File: src/rtl/elastic_merge_arbiter_pkg.sv
// Shared parameters and helpers for the elastic merge arbiter.
// Optional feature macro: ELASTIC_MERGE_ROUND_ROBIN_EN (round-robin pointer; default is fixed priority).
package elastic_merge_arbiter_pkg;

    localparam int EMA_DATA_WIDTH       = 32;
    localparam int EMA_NEIGHBOR_PE_NUM  = 4;

    // Increment a channel index with wrap at n (n need not be a power of two).
    function automatic int wrap_inc(int i, int n);
        return (i + 1 >= n) ? 0 : i + 1;
    endfunction

endpackage

File: src/rtl/elastic_merge_arbiter_rr_grant.sv
// Combinational grant: first requester scanning from ptr_i upward with wrap.
// With ptr_i tied to zero this degenerates to lowest-index fixed priority.
module elastic_rr_grant #(
    parameter int N     = 4,
    parameter int IDX_W = $clog2(N)
) (
    input  logic [N-1:0]     req_i,
    input  logic [IDX_W-1:0] ptr_i,
    output logic [N-1:0]     gnt_o,
    output logic [IDX_W-1:0] idx_o,
    output logic             any_o
);

    logic [IDX_W-1:0] cand;

    always_comb begin
        gnt_o = '0;
        idx_o = '0;
        any_o = 1'b0;
        cand  = '0;
        for (int k = 0; k < N; k++) begin
            cand = IDX_W'((int'(ptr_i) + k) % N);
            if (!any_o && req_i[cand]) begin
                any_o       = 1'b1;
                gnt_o[cand] = 1'b1;
                idx_o       = cand;
            end
        end
    end

endmodule

File: src/rtl/elastic_merge_arbiter.sv
// N-to-1 elastic merge with a single registered output stage.
// Define ELASTIC_MERGE_ROUND_ROBIN_EN for round-robin; otherwise lowest index wins.
module elastic_merge_arbiter
    import elastic_merge_arbiter_pkg::*;
#(
    parameter  int DATA_WIDTH      = EMA_DATA_WIDTH,
    parameter  int NEIGHBOR_PE_NUM = EMA_NEIGHBOR_PE_NUM,
    localparam int IDX_WIDTH       = $clog2(NEIGHBOR_PE_NUM)
) (
    input  logic                                       clk,
    input  logic                                       reset_n,
    input  logic [NEIGHBOR_PE_NUM-1:0][DATA_WIDTH-1:0] input_data,
    input  logic [NEIGHBOR_PE_NUM-1:0]                 valid_input,
    output logic [NEIGHBOR_PE_NUM-1:0]                 stop_input,
    input  logic [NEIGHBOR_PE_NUM-1:0]                 available_input,
    output logic [DATA_WIDTH-1:0]                      output_data,
    output logic                                       valid_output,
    input  logic                                       stop_output,
    output logic [IDX_WIDTH-1:0]                       output_src
);

    logic [NEIGHBOR_PE_NUM-1:0] req;
    logic [NEIGHBOR_PE_NUM-1:0] gnt;
    logic [IDX_WIDTH-1:0]       gnt_idx;
    logic                       gnt_any;
    logic                       accept;
    logic [IDX_WIDTH-1:0]       ptr;

    logic                  valid_q, valid_d;
    logic [DATA_WIDTH-1:0] data_q,  data_d;
    logic [IDX_WIDTH-1:0]  src_q,   src_d;

    assign req    = valid_input & available_input;
    assign accept = !valid_q || !stop_output;

    elastic_rr_grant #(
        .N     (NEIGHBOR_PE_NUM),
        .IDX_W (IDX_WIDTH)
    ) u_grant (
        .req_i (req),
        .ptr_i (ptr),
        .gnt_o (gnt),
        .idx_o (gnt_idx),
        .any_o (gnt_any)
    );

    // Only the granted channel sees stop low, and never while in reset.
    assign stop_input = (reset_n && accept) ? ~gnt : '1;

    always_comb begin
        valid_d = valid_q;
        data_d  = data_q;
        src_d   = src_q;
        if (accept) begin
            valid_d = gnt_any;
            if (gnt_any) begin
                data_d = input_data[gnt_idx];
                src_d  = gnt_idx;
            end
        end
    end

    always_ff @(posedge clk or negedge reset_n) begin
        if (!reset_n) begin
            valid_q <= 1'b0;
            data_q  <= '0;
            src_q   <= '0;
        end else begin
            valid_q <= valid_d;
            data_q  <= data_d;
            src_q   <= src_d;
        end
    end

`ifdef ELASTIC_MERGE_ROUND_ROBIN_EN
    logic [IDX_WIDTH-1:0] ptr_q, ptr_d;

    // Pointer moves past the winner only on an actual transfer.
    always_comb begin
        ptr_d = ptr_q;
        if (accept && gnt_any)
            ptr_d = IDX_WIDTH'(wrap_inc(int'(gnt_idx), NEIGHBOR_PE_NUM));
    end

    always_ff @(posedge clk or negedge reset_n) begin
        if (!reset_n) ptr_q <= '0;
        else          ptr_q <= ptr_d;
    end

    assign ptr = ptr_q;
`else
    assign ptr = '0;
`endif

    assign output_data  = data_q;
    assign valid_output = valid_q;
    assign output_src   = src_q;

endmodule

File: config.mk
export PLATFORM = sky130hd
export DESIGN_NAME = elastic_merge_arbiter
export DESIGN_NICKNAME = d
export VERILOG_FILES = /design/src/rtl/elastic_merge_arbiter_pkg.sv /design/src/rtl/elastic_merge_arbiter_rr_grant.sv /design/src/rtl/elastic_merge_arbiter.sv
export SDC_FILE = /design/constraint.sdc
export NUM_CORES = 1
export LEC_CHECK = 0
export BUFFER_PORTS_ARGS = -buffer_cell sky130_fd_sc_hd__buf_4
export CAP_MARGIN = 40
export CORE_MARGIN = 10
export CORE_UTILIZATION = 41
export DETAILED_ROUTE_END_ITERATION = 16
export MAX_ROUTING_LAYER = met4
export PLACE_DENSITY = 0.79
export RECOVER_POWER = 25
export SYNTH_ARGS = -nofsm -noshare
export SYNTH_HDL_FRONTEND = slang
export SYNTH_SLANG_ARGS = --single-unit
File: constraint.sdc
create_clock -name clk -period 1.4 [get_ports clk]
set_input_delay 0.07 -clock clk [delete_from_list [all_inputs] [get_ports clk]]
set_output_delay 0.07 -clock clk [all_outputs]
set_load 0.02 [all_outputs]
=== After elaboration in Yosys (flattened, before gate mapping) ===
Index checks and enable logic that the tools add are counted.

* Bitwise operators: 2
* Reduce and logical (&&, ||, !) cells: 11
* Magnitude comparators: 1
* Mux-type cells: 14

{| class="wikitable"
|+ Operator list
! operator !! count
|-
| $bmux W32 S2 || 1
|-
| $mux W32 || 1
|-
| $mux W4 || 2
|-
| $mux W1 || 6
|-
| $mux W2 || 3
|-
| $logic_not A1 Y1 || 5
|-
| $and A4 B4 Y4 || 1
|-
| $logic_and A1 B1 Y1 || 4
|-
| $not A4 Y4 || 1
|-
| $lt A2 B3 Y1 const B || 1
|-
| $mux W3 || 1
|-
| $reduce_and A2 Y1 || 1
|-
| $logic_or A1 B1 Y1 || 1
|}

* Flip-flop bits (word level): 35
* Input port bits: 139
* Word-level logic and storage cells: 31

=== Longest topological paths before layout ===
* Depth after elaboration: 13
* Depth in mapped cells: 7

=== Cells and area by module ===
Synthesis repeated with hierarchy kept, for this count alone.

* Cells, all modules: 169
* Area total of the unflattened synthesis: 2698.8 sq um

{| class="wikitable"
|+ By module, submodules not included
! module !! area an instance (sq um) !! cells each !! times used
|-
| elastic_merge_arbiter || 2277.2 || 124 || 1
|-
| elastic_rr_grant || 421.7 || 45 || 1
|}

=== Least setup slack after synthesis ===
No wires, ideal clock.

* Path type: register -> output
* From: reg valid_q, in the netlist valid_output
* To: out stop_input[3]
* Path slack: -13 ps
* Data required time: 1330 ps
* Data arrival time: 1343 ps
* Cell stages (with the launch flop): 5
* Path buffers: 2
* Path through: dfrtp_1 -> nand2_1 -> buf_2 -> buf_1 -> nand4_1

* Word-level cells in the longest chain between the ends: 4

{| class="wikitable"
|+ RTL lines
! item !! line !! source
|-
| start, declared || elastic_merge_arbiter.sv:29 || <nowiki>logic valid_q, valid_d;</nowiki>
|-
| start signal, assigned || elastic_merge_arbiter.sv:69 || <nowiki>valid_q <= valid_d;</nowiki>
|-
| $logic_not A1 Y1 || elastic_merge_arbiter.sv:34 || <nowiki>assign accept = !valid_q || !stop_output;</nowiki>
|-
| $logic_or A1 B1 Y1 || elastic_merge_arbiter.sv:34 ||
|-
| $logic_and A1 B1 Y1 || elastic_merge_arbiter.sv:48 || <nowiki>assign stop_input = (reset_n && accept) ? ~gnt : '1;</nowiki>
|-
| $mux W4 || elastic_merge_arbiter.sv:48 ||
|-
| end, declared || elastic_merge_arbiter.sv:14 || <nowiki>output logic [NEIGHBOR_PE_NUM-1:0] stop_input,</nowiki>
|}

No other way between the ends.

=== Worst setup path after layout ===
* From: reg valid_q, in the netlist valid_output
* To: reg data_q[30], in the netlist output_data[30]

* Word-level cells in the longest chain between the ends: 3

{| class="wikitable"
|+ RTL lines
! item !! line !! source
|-
| $logic_not A1 Y1 || elastic_merge_arbiter.sv:34 ||
|-
| $logic_or A1 B1 Y1 || elastic_merge_arbiter.sv:34 ||
|-
| $reduce_and A2 Y1 (no source line) || n/a ||
|-
| end signal, assigned || elastic_merge_arbiter.sv:70 || <nowiki>data_q <= data_d;</nowiki>
|-
| end, declared || elastic_merge_arbiter.sv:30 || <nowiki>logic [DATA_WIDTH-1:0] data_q, data_d;</nowiki>
|}

No other way between the ends.
A chain may end at the register's enable or synchronous reset.

==> results.txt <==
----------------------------------------------------
[Synthesis]
  Number of instances in the synthesized netlist ... 283
  Proportion of register bits with asynchronous set or reset after synthesis ... 100%
  Cell taking the most area after synthesis ... sky130_fd_sc_hd__dfrtp_1
  Dominant cells by area after synthesis ... sky130_fd_sc_hd__dfrtp_1 (33%), sky130_fd_sc_hd__o221a_2 (8.4%), sky130_fd_sc_hd__a32o_1 (7.5%), sky130_fd_sc_hd__o22ai_1 (7.0%), sky130_fd_sc_hd__o211ai_1 (5.6%)
  Post-synthesis instance area ... 0.00268 mm^2
  Sequential cell area fraction in the yosys report ... 32.7%
  Count of flip-flops with a built-in enable after synthesis ... 0
  Mean post-synth cell area ... 9.47 um^2
  Net count after synthesis ... 422
  Synth Register Bits ... 35
  Most frequent cell after synthesis ... sky130_fd_sc_hd__dfrtp_1
  Ranking of synthesized cells by instance count ... sky130_fd_sc_hd__dfrtp_1 (35), sky130_fd_sc_hd__o22ai_1 (30), sky130_fd_sc_hd__nand2b_1 (21), sky130_fd_sc_hd__nand3_1 (21)
  Fraction of synthesized cell area taken by the top area cell type ... 32.7%
  Number of warnings issued by yosys ... 0
  Number of different library cells in the post-synthesis netlist ... 35
  Dominant synthesized flop cell ... sky130_fd_sc_hd__dfrtp_1

[Route]
  Post-route antenna net violation count ... 0
  Number of violations reported at the end of detailed-routing iteration 0 ... 154
  Total length of routed wires ... 11,700 um
  Number of detailed-routing iterations run before antenna repair ... 4
  Detailed-route via count ... 3,272
  Post-detailed-route via-to-cell ratio ... 6.06
  Count of unresolved DRC violations after routing ... 0
  Wirelength per Cell ... 21.7 um

[Global route]
  Number of global-route vias before repair ... 3,520
  Initial antenna violation count ... 0
  Largest net degree at the start of global routing ... 22
  Total routing resource utilization after global routing ... 22.7%
  Global-route wire length before repair ... 18,100 um
  GRT Residual Overflow ... 0

[Hold path]
  HP Class ... in2reg
  Hold Path Depth ... 2

[STA]
  Transition time of the tightest slew-check pin ... 0.642 ns
  Highest attainable clock frequency ... 0.733 GHz
  Final slew viol count ... 0
  Count of final hold-check violations ... 0
  Setup-failing EPs final ... 0
  Clock period minus final worst setup slack ... 1.36 ns
  Worst hold-check slack ... 0.0558 ns
  RSZ-0062 raised after global routing ... yes
  Post-route fraction of the period consumed by the critical path ... 97.5%
  Relative slew slack ... 57.0%
  Setup tns final ... 0 ns
  Layout Skew ... 0.00282 ns

[Setup path]
  Maximum single-stage delay on the critical path ... 0.39 ns
  Cell-by-cell trace of the critical path ... and2_1, buf_6, or3_1, o311a_1
  Source of the critical timing path ... valid_output$_DFFE_PN0N_
  Critical path endpoint category ... register
  Worst-case reg-to-reg path depth ... 4
  Largest fanout on the critical path ... 12
  Setup slack on the worst flop-to-flop path ... 0.04 ns
  Critical path startpoint category ... register
  Path length in cells of the critical path ... 4
  Worst path required time ... 1.57 ns
  Worst setup path endpoint ... output_data[30]$_DFFE_PN0P_
  RR Startpoint ... valid_output$_DFFE_PN0N_
  Critical path data arrival time ... 1.54 ns
  Reg-to-reg endpoint ... output_data[30]$_DFFE_PN0P_
  Classification of the worst setup path ... reg2reg
  Buffers & Inverters on Critical Path ... 1
  Largest delay contributor family on the critical path ... simple AND/OR/NAND/NOR gates
  Crit-path slowest cell ... sky130_fd_sc_hd__dfrtp_1

[Placement]
  Count of buffers inserted at the top-level ports ... 177
  Final HPWL DP ... 9370 um
  Routability congestion estimate from global placement ... 0.844

[Power]
  Worst vdd rail ir drop ... 0.647 mV
  Leakage dissipation ... 1.97 nW
  Power density over cell area ... 973 mW/mm^2
  Total power ... 4.21 mW

[Layout]
  Fraction of layout cells with a size suffix above 1 ... 54.4%
  Layout-stage area growth over the synthesis result ... 61.5%
  # diodes ... 0
  Final Net Count ... 601

[Die]
  Effective utilization at floorplan ... 42.2%
  Standard-cell rows ... 29
  Total Die Area ... 0.0102 mm^2
  Y dimension of the die ... 101 um
  Horiz. Die Dim ... 101 um
  Number of primary I/O pins ... 178
  Total core area ... 0.00635 mm^2

[Clock tree]
  Clock sinks ... 35
  Level count of the clock H-tree ... 2
  Clock tree root buffer cell ... sky130_fd_sc_hd__clkbuf_8
  Clock transition at the register clock pins on the worst setup and hold paths after CTS ... 0.07 ns
  CTS tree ... done
  Number of CTS-inserted buffers ... 5
  Maximum buffer depth of the clock tree ... 2
  Clock latency at the later pin of the worst-skew pair ... 0.28 ns

[Run]
  Number of violations of the max-capacitance limit ... 0

[Run status]
  Outcome ... finished, final reports clean

----------------------------------------------------
-- layer usage --
layer | global-route usage [%] | wire (um) | up-vias
met5 | - | 0 | -
met4 | 5.33 | 129 | 0
met3 | 5.90 | 983 | 11
met2 | 38.3 | 5770 | 175
met1 | 26.3 | 4810 | 1564
li1 | - | - | 1522
-- worst register-to-register path: cells and delay by family, from the launching register on --
kind / cells / cell delay, ns
buffers and inverters: 1 / 0.18
AO/OA/AOI/OAI: 1 / 0.11
flip-flops: 1 / 0.39
AND/OR/NAND/NOR: 2 / 0.56
-- cells in the final DEF (no fill, tap or decap), drive strengths merged, types with 2 or more instances in the layout --
master	count
buf	205
dfrtp	35
o22ai	30
nand2b	21
nand3	21
o211ai	21
a32o	20
o221a	20
nand2	19
nor2	13
a221oi	10
o41ai	10
clkbuf	7
a21oi	5
nand4	4
o21ai	4
and2	3
o311a	2
a22o	2
a22oi	2
-- logic make-up (layout without fill, tap and decap cells) --
group	after synthesis	after routing	share of synthesized area, %
flip-flops	35	35	32.7
buffers and inverters	36	216	7.42
AND/OR/NAND/NOR	83	83	16.1
AO/OA/AOI/OAI	129	129	43.8
-- layout make-up --
cell class,count,area (um^2)
fill,528,2020
multi-input combinational,212,1630
timing repair buffer,207,1600
sequential,35,876
tap,77,96.3
clock buffer,6,82.6
clock inverter,2,35.0
inverter,1,3.75
-- how the worst min path moves through the flow --
stage | from | to
after floorplan | reset_n | output_data[0]$_DFFE_PN0P_
after global placement | reset_n | output_src[0]$_DFFE_PN0P_
after detailed placement | reset_n | output_src[0]$_DFFE_PN0P_
after CTS | input_data[62] | output_data[30]$_DFFE_PN0P_
after global routing | input_data[62] | output_data[30]$_DFFE_PN0P_
final | input_data[62] | output_data[30]$_DFFE_PN0P_
-- per-stage QoR --
step	util [%]	cells	cell area (um^2)	worst slack, ns
global placement	64.9	528	4120	-0.195
CTS	67.7	539	4300	0.0158
finish	68.2	540	4330	0.0354
floorplan	-	283	2680	0.102
global route	68.2	540	4330	-0.00429
detailed placement	65.1	529	4130	-0.0599
-- repair_timing --
action | CTS | global route
pin swaps | 0 | 3
buffers inserted | 1 | 1
endpoints found under the setup margin | 17 | 6
resized for setup | 6 | 6
hold endpoints to repair | 26 | 0
hold buffers | 1 | 0
-- registers in the layout, summed over array words and instances (netlist names) --
signal,cells
output_data,32
valid_output,1
output_src,2
-- power by group --
group / total (mW) / internal, mW / switching (mW) / leakage [nW]
registers: 1.35 / 1.22 / 0.135 / 0.404
clock network: 0.949 / 0.576 / 0.373 / 0.0612
logic: 1.91 / 0.960 / 0.947 / 1.50
Note: power is estimated with default switching activity, not from simulation.
